`config.mk`:
```
export PLATFORM = sky130hd
export DESIGN_NAME = coh_cache_ctrl
export DESIGN_NICKNAME = d
export VERILOG_FILES = /design/src/rtl/coh_pkg.sv /design/src/rtl/coh_line_array.sv /design/src/rtl/coh_cache_ctrl.sv
export SDC_FILE = /design/constraint.sdc
export NUM_CORES = 1
export LEC_CHECK = 0
export CAP_MARGIN = 20
export CORE_UTILIZATION = 54
export CTS_CLUSTER_DIAMETER = 50
export CTS_CLUSTER_SIZE = 16
export DETAILED_ROUTE_END_ITERATION = 16
export GPL_ROUTABILITY_DRIVEN = 0
export PLACE_DENSITY = 0.89
export REMOVE_ABC_BUFFERS = 1
export SETUP_SLACK_MARGIN = 0.5
export SLEW_MARGIN = 5
export SYNTH_ARGS = -nofsm -noshare
export SYNTH_HDL_FRONTEND = slang
export SYNTH_HIERARCHICAL = 1
export SYNTH_SLANG_ARGS = --single-unit
```
`constraint.sdc`:
```
create_clock -name clock -period 3.5 [get_ports clock]
set_clock_uncertainty 0.15 [all_clocks]
set_input_delay 0.7 -clock clock [delete_from_list [all_inputs] [get_ports clock]]
set_output_delay 0.7 -clock clock [all_outputs]
set_load 0.02 [all_outputs]
```
`src/rtl/coh_pkg.sv`:
```
// Shared types for the snooping MSI/MESI coherence controller:
// line-state encodings, bus and snoop command encodings, controller FSM
// states, and the snoop state-transition rule.
// Optional feature macro: COH_EXCLUSIVE_EN (adds the E state).
package coh_pkg;

    typedef enum logic [1:0] {
        LS_I = 2'b00,
        LS_S = 2'b01,
        LS_M = 2'b10,
        LS_E = 2'b11
    } line_state_t;

    typedef enum logic [2:0] {
        CMD_NONE       = 3'd0,
        CMD_READ_MISS  = 3'd1,
        CMD_WRITE_MISS = 3'd2,
        CMD_INVALIDATE = 3'd3,
        CMD_WRITE_BACK = 3'd4
    } bus_cmd_t;

    localparam logic [1:0] SNP_READ_MISS  = 2'd1;
    localparam logic [1:0] SNP_WRITE_MISS = 2'd2;
    localparam logic [1:0] SNP_INVALIDATE = 2'd3;

    typedef enum logic [2:0] {
        FSM_IDLE,
        FSM_LOOKUP,
        FSM_WB_REQ,
        FSM_MISS_REQ,
        FSM_DONE
    } fsm_state_t;

    // New state of a valid, tag-matching line after a foreign bus command.
    // E only ever exists when the exclusive feature is built in, so the
    // E arms are harmless in a pure MSI build.
    function automatic line_state_t snoop_next_state(input line_state_t cur,
                                                     input logic [1:0]  cmd);
        line_state_t nxt;
        nxt = cur;
        case (cmd)
            SNP_READ_MISS: begin
                if (cur == LS_M || cur == LS_E) nxt = LS_S;
            end
            SNP_WRITE_MISS, SNP_INVALIDATE: nxt = LS_I;
            default: nxt = cur;
        endcase
        return nxt;
    endfunction

endpackage

```
`src/rtl/coh_line_array.sv`:
```
// Tag + coherence-state storage for the direct-mapped cache.
// Two combinational read ports (CPU side, snoop side) and one write port;
// the controller decides which requester owns the write port each cycle.
module coh_line_array
    import coh_pkg::*;
#(
    parameter int IDX_W = 3,
    parameter int TAG_W = 13
) (
    input  logic             clock,
    input  logic             reset_n,
    input  logic [IDX_W-1:0] cpu_idx,
    output logic [TAG_W-1:0] cpu_tag,
    output line_state_t      cpu_st,
    input  logic [IDX_W-1:0] snp_idx,
    output logic [TAG_W-1:0] snp_tag,
    output line_state_t      snp_st,
    input  logic             wr_en,
    input  logic [IDX_W-1:0] wr_idx,
    input  logic [TAG_W-1:0] wr_tag,
    input  line_state_t      wr_st
);

    localparam int NUM_LINES = 1 << IDX_W;

    logic [TAG_W-1:0] tag_mem [NUM_LINES];
    line_state_t      st_mem  [NUM_LINES];

    // Single write port; reset invalidates every line and clears its tag.
    always_ff @(posedge clock or negedge reset_n) begin
        if (!reset_n) begin
            for (int i = 0; i < NUM_LINES; i++) begin
                tag_mem[i] <= '0;
                st_mem[i]  <= LS_I;
            end
        end else if (wr_en) begin
            tag_mem[wr_idx] <= wr_tag;
            st_mem[wr_idx]  <= wr_st;
        end
    end

    assign cpu_tag = tag_mem[cpu_idx];
    assign cpu_st  = st_mem[cpu_idx];
    assign snp_tag = tag_mem[snp_idx];
    assign snp_st  = st_mem[snp_idx];

endmodule

```
`src/rtl/coh_cache_ctrl.sv`:
```
// Snooping coherence controller for a direct-mapped cache.
// Serves CPU requests, arbitrates for the shared bus, and applies snooped
// traffic to any line in any FSM state. Snoop updates take priority on the
// single write port of the line array; the bus never grants and snoops in
// the same cycle, so only the silent E->M upgrade can collide with a snoop.
// Optional feature macro: COH_EXCLUSIVE_EN (MESI; default build is MSI).
module coh_cache_ctrl
    import coh_pkg::*;
#(
    parameter int ADDR_W = 16,
    parameter int IDX_W  = 3
) (
    input  logic              clock,
    input  logic              reset_n,
    input  logic              cpu_valid,
    output logic              cpu_ready,
    input  logic              cpu_write,
    input  logic [ADDR_W-1:0] cpu_addr,
    output logic              cpu_done,
    output logic              cpu_hit,
    output logic [1:0]        cpu_state,
    output logic              bus_req,
    input  logic              bus_gnt,
    output logic [2:0]        bus_cmd,
    output logic [ADDR_W-1:0] bus_addr,
    input  logic              bus_shared,
    input  logic              snoop_valid,
    input  logic [1:0]        snoop_cmd,
    input  logic [ADDR_W-1:0] snoop_addr,
    output logic              snoop_wb
);

    localparam int TAG_W = ADDR_W - IDX_W;

    fsm_state_t        state, state_nxt;
    logic [ADDR_W-1:0] req_addr;
    logic              req_write;
    bus_cmd_t          pend_cmd;
    logic              hit_r;
    line_state_t       done_st;

    logic [IDX_W-1:0]  req_idx;
    logic [TAG_W-1:0]  req_tag;
    logic [TAG_W-1:0]  cpu_tag;
    line_state_t       cpu_st;

    logic [IDX_W-1:0]  snp_idx;
    logic [TAG_W-1:0]  snp_tag_in;
    logic [TAG_W-1:0]  snp_tag;
    line_state_t       snp_st;
    logic              snoop_hit;
    line_state_t       snoop_st_nxt;

    line_state_t       eff_st;
    logic              lookup_hit;
    line_state_t       rd_grant_st;

    logic              fsm_wr_en;
    logic [TAG_W-1:0]  fsm_wr_tag;
    line_state_t       fsm_wr_st;
    logic              cmd_ld;
    bus_cmd_t          cmd_nxt;
    logic              done_ld;
    logic              done_hit_nxt;
    line_state_t       done_st_nxt;

    logic              wr_en;
    logic [IDX_W-1:0]  wr_idx;
    logic [TAG_W-1:0]  wr_tag;
    line_state_t       wr_st;

    assign req_idx    = req_addr[IDX_W-1:0];
    assign req_tag    = req_addr[ADDR_W-1:IDX_W];
    assign snp_idx    = snoop_addr[IDX_W-1:0];
    assign snp_tag_in = snoop_addr[ADDR_W-1:IDX_W];

    coh_line_array #(
        .IDX_W (IDX_W),
        .TAG_W (TAG_W)
    ) u_lines (
        .clock   (clock),
        .reset_n (reset_n),
        .cpu_idx (req_idx),
        .cpu_tag (cpu_tag),
        .cpu_st  (cpu_st),
        .snp_idx (snp_idx),
        .snp_tag (snp_tag),
        .snp_st  (snp_st),
        .wr_en   (wr_en),
        .wr_idx  (wr_idx),
        .wr_tag  (wr_tag),
        .wr_st   (wr_st)
    );

    // Snoop side: only a valid line with a matching tag reacts.
    assign snoop_hit    = snoop_valid && (snoop_cmd != 2'd0) &&
                          (snp_st != LS_I) && (snp_tag == snp_tag_in);
    assign snoop_st_nxt = snoop_next_state(snp_st, snoop_cmd);
    assign snoop_wb     = snoop_hit && (snp_st == LS_M);

    // The CPU-side view of the indexed line with this cycle's snoop already
    // applied, so LOOKUP and the pending-request checks never act on stale state.
    assign eff_st     = (snoop_hit && (snp_idx == req_idx)) ? snoop_st_nxt : cpu_st;
    assign lookup_hit = (eff_st != LS_I) && (cpu_tag == req_tag);

`ifdef COH_EXCLUSIVE_EN
    assign rd_grant_st = bus_shared ? LS_S : LS_E;
`else
    logic unused_shared;
    assign rd_grant_st   = LS_S;
    assign unused_shared = bus_shared;
`endif

    // Write-port arbitration: a snoop update wins over any controller write.
    assign wr_en  = snoop_hit || fsm_wr_en;
    assign wr_idx = snoop_hit ? snp_idx      : req_idx;
    assign wr_tag = snoop_hit ? snp_tag      : fsm_wr_tag;
    assign wr_st  = snoop_hit ? snoop_st_nxt : fsm_wr_st;

    // FSM state register.
    always_ff @(posedge clock or negedge reset_n) begin
        if (!reset_n) state <= FSM_IDLE;
        else          state <= state_nxt;
    end

    // Request capture, pending bus command and completion status.
    always_ff @(posedge clock or negedge reset_n) begin
        if (!reset_n) begin
            req_addr  <= '0;
            req_write <= 1'b0;
            pend_cmd  <= CMD_NONE;
            hit_r     <= 1'b0;
            done_st   <= LS_I;
        end else begin
            if (state == FSM_IDLE && cpu_valid) begin
                req_addr  <= cpu_addr;
                req_write <= cpu_write;
            end
            if (cmd_ld) pend_cmd <= cmd_nxt;
            if (done_ld) begin
                hit_r   <= done_hit_nxt;
                done_st <= done_st_nxt;
            end
        end
    end

    // Next-state, line-array writes and bookkeeping for the controller.
    always_comb begin
        state_nxt    = state;
        fsm_wr_en    = 1'b0;
        fsm_wr_tag   = req_tag;
        fsm_wr_st    = LS_I;
        cmd_ld       = 1'b0;
        cmd_nxt      = pend_cmd;
        done_ld      = 1'b0;
        done_hit_nxt = 1'b0;
        done_st_nxt  = LS_I;
        case (state)
            FSM_IDLE: begin
                if (cpu_valid) state_nxt = FSM_LOOKUP;
            end
            FSM_LOOKUP: begin
                if (lookup_hit) begin
                    if (!req_write || eff_st == LS_M) begin
                        state_nxt    = FSM_DONE;
                        done_ld      = 1'b1;
                        done_hit_nxt = 1'b1;
                        done_st_nxt  = eff_st;
`ifdef COH_EXCLUSIVE_EN
                    end else if (eff_st == LS_E) begin
                        // Silent upgrade needs the write port; if a snoop owns
                        // it this cycle, stay in LOOKUP and retry.
                        if (!snoop_hit) begin
                            fsm_wr_en    = 1'b1;
                            fsm_wr_st    = LS_M;
                            state_nxt    = FSM_DONE;
                            done_ld      = 1'b1;
                            done_hit_nxt = 1'b1;
                            done_st_nxt  = LS_M;
                        end
`endif
                    end else begin
                        cmd_ld    = 1'b1;
                        cmd_nxt   = CMD_INVALIDATE;
                        state_nxt = FSM_MISS_REQ;
                    end
                end else begin
                    cmd_ld    = 1'b1;
                    cmd_nxt   = req_write ? CMD_WRITE_MISS : CMD_READ_MISS;
                    state_nxt = (eff_st == LS_M) ? FSM_WB_REQ : FSM_MISS_REQ;
                end
            end
            FSM_WB_REQ: begin
                if (eff_st != LS_M) begin
                    // Victim was snooped away; nothing left to write back.
                    state_nxt = FSM_MISS_REQ;
                end else if (bus_gnt) begin
                    fsm_wr_en  = 1'b1;
                    fsm_wr_tag = cpu_tag;
                    fsm_wr_st  = LS_I;
                    state_nxt  = FSM_MISS_REQ;
                end
            end
            FSM_MISS_REQ: begin
                if (pend_cmd == CMD_INVALIDATE && eff_st == LS_I) begin
                    // Our shared copy is gone; the upgrade becomes a full miss.
                    cmd_ld  = 1'b1;
                    cmd_nxt = CMD_WRITE_MISS;
                end else if (bus_gnt) begin
                    fsm_wr_en    = 1'b1;
                    fsm_wr_st    = (pend_cmd == CMD_READ_MISS) ? rd_grant_st : LS_M;
                    state_nxt    = FSM_DONE;
                    done_ld      = 1'b1;
                    done_hit_nxt = 1'b0;
                    done_st_nxt  = fsm_wr_st;
                end
            end
            FSM_DONE: begin
                state_nxt = FSM_IDLE;
            end
            default: state_nxt = FSM_IDLE;
        endcase
    end

    assign cpu_ready = reset_n && (state == FSM_IDLE);
    assign cpu_done  = (state == FSM_DONE);
    assign cpu_hit   = (state == FSM_DONE) && hit_r;
    assign cpu_state = (state == FSM_DONE) ? done_st : LS_I;

    assign bus_req  = (state == FSM_WB_REQ) || (state == FSM_MISS_REQ);
    assign bus_cmd  = (state == FSM_WB_REQ)   ? CMD_WRITE_BACK :
                      (state == FSM_MISS_REQ) ? pend_cmd       : CMD_NONE;
    assign bus_addr = (state == FSM_WB_REQ)   ? {cpu_tag, req_idx} :
                      (state == FSM_MISS_REQ) ? req_addr           : '0;

endmodule

```
==> impl_metrics.py <==
metrics = {
    "status": {
        "status": "finished with violations",
        "violations": "setup timing",
    },
    "critical_path": {
        "critPathLaunchType": "input port",
        "crit_start": "snoop_addr[0]",
        "crit_type": "in -> reg",
        "required_ns": 3.68,
        "r2r_end": "u_lines/tag_mem[73]",
        "r2r_start": "u_lines/tag_mem[2]",
        "regToRegSetupSlack_ns": -1.21,
        "endpoint_kind": "flop",
        "crit_arrival_ns": 5.19,
        "crit_fanout": 6,
        "reg2reg_depth": 16,
    },
    "synth": {
        "synth_edf_count": 0,
        "syn-instance-count": 623,
        "synth.distinct_cells": 52,
        "yosys_warnings": 6,
        "synth-async-reset-ratio_pct": 100,
        "synth.cell_area_sq_um": 8800,
        "synth_top_flop_cell": "dfrtp_1",
        "yosysSeqAreaShare_pct": 41.2,
        "synth_seq_cells": 145,
        "synth.avg_cell_area_sq_um": 14.1,
    },
    "route": {
        "ant_nets": 0,
        "drc": 0,
        "wl_per_cell_um": 39.2,
        "wl_um": 44100,
        "vias": 8561,
        "viasPerCell": 7.61,
        "first_pass_iters": 6,
        "drt-initial-drc-count": 1516,
    },
    "layout": {
        "area_growth_pct": 49.1,
        "fill_cells": 687,
        "postLayoutCellArea_sq_um": 13100,
        "layout-drive-gt1-share_pct": 61.6,
        "fin_nets": 936,
        "mostFrequentLayoutCells": "152 x buf_4, 142 x dfrtp_1, 125 x mux2_4",
        "final_cells": 1125,
        "final_common_cell": "buf_4",
    },
    "min_path": {
        "min_from": "done_st[0]",
        "min_to": "done_st[0]",
        "hp-class": "reg -> reg",
        "hold_depth": 1,
    },
    "sta": {
        "worstMarginPinSlew_ns": 1.03,
        "min_period_over_period_pct": 143,
        "setup_slack_ns": -1.51,
        "slew_viol_final": 0,
        "whs_ns": 0.340,
        "finalSetupViolCount": 134,
        "slew_headroom_pct": 31.2,
        "rsz0062_at_grt": "yes",
        "fmax_mhz": 200,
        "finalHoldViolCount": 0,
        "finalCriticalPeriod_ns": 5.01,
    },
    "power_and_ir_drop": {
        "clockPowerShare_pct": 14.8,
        "p_leak_nw": 6.30,
        "p_seq_share_pct": 24.5,
        "pwr-share-comb_pct": 60.7,
        "swShare_pct": 42.2,
        "p_int_mw": 7.56,
        "p_per_area_nw_per_um2": 997,
        "power_mw": 13.1,
        "switching_power_mw": 5.52,
        "vdd_drop_max_mv": 0.554,
    },
    "floorplan": {
        "io_pins": 67,
        "fp.dieArea_sq_um": 16800,
        "start_util_pct": 55.4,
        "chipHeight_um": 130,
        "row_count": 46,
        "coreArea_sq_um": 15900,
        "die_width_um": 130,
    },
    "clock_tree": {
        "cts_root_buf": "clkbuf_16",
        "cts.sinks": 145,
        "clock_latency_ns": 0.45,
        "clockBufferDepth": 2,
        "cts_made_buffers": 17,
        "cts_tree": "yes",
        "ctsHtreeMaxLevel": 4,
        "clk_pin_slew_ns": 0.07,
    },
    "global_routing": {
        "grtUsageTotal_pct": 47.5,
        "grt_start_max_net_pins": 95,
        "grt_pass1_vias": 8397,
        "grt.overflow.total": 0,
        "antenna_found_initial": 6,
        "grt_pass1_wl_um": 55400,
    },
    "placement": {
        "postPlaceCellArea_sq_um": 10800,
        "place_hpwl_um": 17700,
        "dp_cells": 1017,
        "port_buffers": 65,
    },
    "run": {
        "maxCapViolCount": 0,
    },
}
flip-flops by register name (all words and copies together) (netlist names):
name and cells:
u_lines/st_mem 16, u_lines/tag_mem 104, req_write 1, pend_cmd 2, done_st 2, state 3, hit_r 1, req_addr 16
worst max-delay path by stage:
stage / to / slack, ns / depth (start not counted)
after floorplan: u_lines/st_mem[15] / -1.97 / 11
after global placement: snoop_wb / -1.37 / 13
after detailed placement: u_lines/st_mem[6] / -1.54 / 16
after CTS: snoop_wb / -0.57 / 13
after global routing: u_lines/tag_mem[73] / -1.40 / 20
final: u_lines/tag_mem[73] / -1.51 / 20
through the flow:
stage                     worst slack (ns)  TNS [ns]  util (%)
after CTS                           -0.568    -58.97      80.6
after detailed placement             -1.54   -170.31      68.1
final                                -1.51   -178.98      82.6
after global placement               -1.37   -150.53      68.1
after global routing                 -1.40   -164.80      82.6
after floorplan                      -1.97   -194.68         -
power groups by stage:
stage	Clock (mW)	Sequential, mW	Combinational (mW)
after floorplan	0	2.90	2.94
after global placement	0	2.87	5.16
after detailed placement	0	2.94	5.41
after CTS	1.87	2.98	6.60
after global routing	2.00	3.19	7.96
final	1.94	3.20	7.94
cell type report:
cell class / count / area (sq um) / area share (%)
clock buffer: 19 / 453 / 3.45
inverter: 6 / 22.5 / 0.172
antenna: 1 / 2.50 / 0.0191
clock inverter: 13 / 151 / 1.15
sequential: 145 / 3630 / 27.7
timing repair buffer: 298 / 3140 / 23.9
tap: 216 / 270 / 2.06
multi-input combinational: 427 / 5460 / 41.6
synthesized netlist by cell type, types with 2 or more instances:
master    instances  area [sq um]
o21a_1            2          15.0
buf_8             2          30.0
inv_1             6          22.5
a211o_1           3          26.3
and3_1            8          50.1
nand4_2           2          25.0
nand2b_1          2          12.5
mux4_2           20           450
a21oi_1          16          80.1
nor3b_1           2          15.0
nand3_1           4          20.0
nand4_1           3          18.8
and4bb_2          3          37.5
buf_1             3          11.3
xnor2_1           9          78.8
mux2_2          159          1790
dfrtp_1         145          3630
nor2_1           38           143
and2_1            7          43.8
mux2_4           11           165
buf_6            12           135
xor2_1           20           175
buf_2             8          40.0
nand2_1           9          33.8
mux4_1           40          1050
clkbuf_1         18          67.6
nor3_1            6          30.0
nand4b_2          3          45.0
nor4_1            4          25.0
or3_1             3          18.8
mux2i_1          28           280
o21ai_0           7          35.0
metal layers:
metal | part of all wire [%] | wire length (um) | GRT usage (%)
met1 | 32 | 14000 | 54.2
met2 | 40 | 17800 | 69.5
met3 | 16 | 7090 | 19.6
met4 | 11 | 5000 | 40.4
met5 | 0.43 | 189 | 0
kinds of logic after synthesis:
family / count (synthesis) / share of synthesized area [%]
muxes: 258 / 42.5
buffers and inverters: 51 / 3.62
xor gates and xnor gates: 29 / 2.89
AOI/OAI and AO/OA: 42 / 3.28
DFF: 145 / 41.2
and+or+nand+nor: 98 / 6.54
timing repair:
item                                    in CTS  in global routing
hold buffers                                 1                  0
pin swaps                                   33                 15
endpoints found under the hold margin        6                  0
buffers inserted                            48                 16
endpoints found under the setup margin     154                144
gates cloned                                10                  0
resized for setup                          307                 66
critical path: stages:
cell and delay, ns:
buf_12 0.13, buf_12 0.15, buf_16 0.13, buf_4 0.13, mux4_2 0.52, mux2_4 0.31
xor2_2 0.17, nor3_2 0.59, nand4_1 0.30, buf_4 0.24, buf_6 0.11, nor3_4 0.25
nor2_2 0.08, o21ai_2 0.25, nand3_4 0.15, buf_6 0.16, and4bb_4 0.22, buf_12 0.13
buf_16 0.15, mux2_2 0.30
Note: power is estimated with default switching activity, not from simulation.
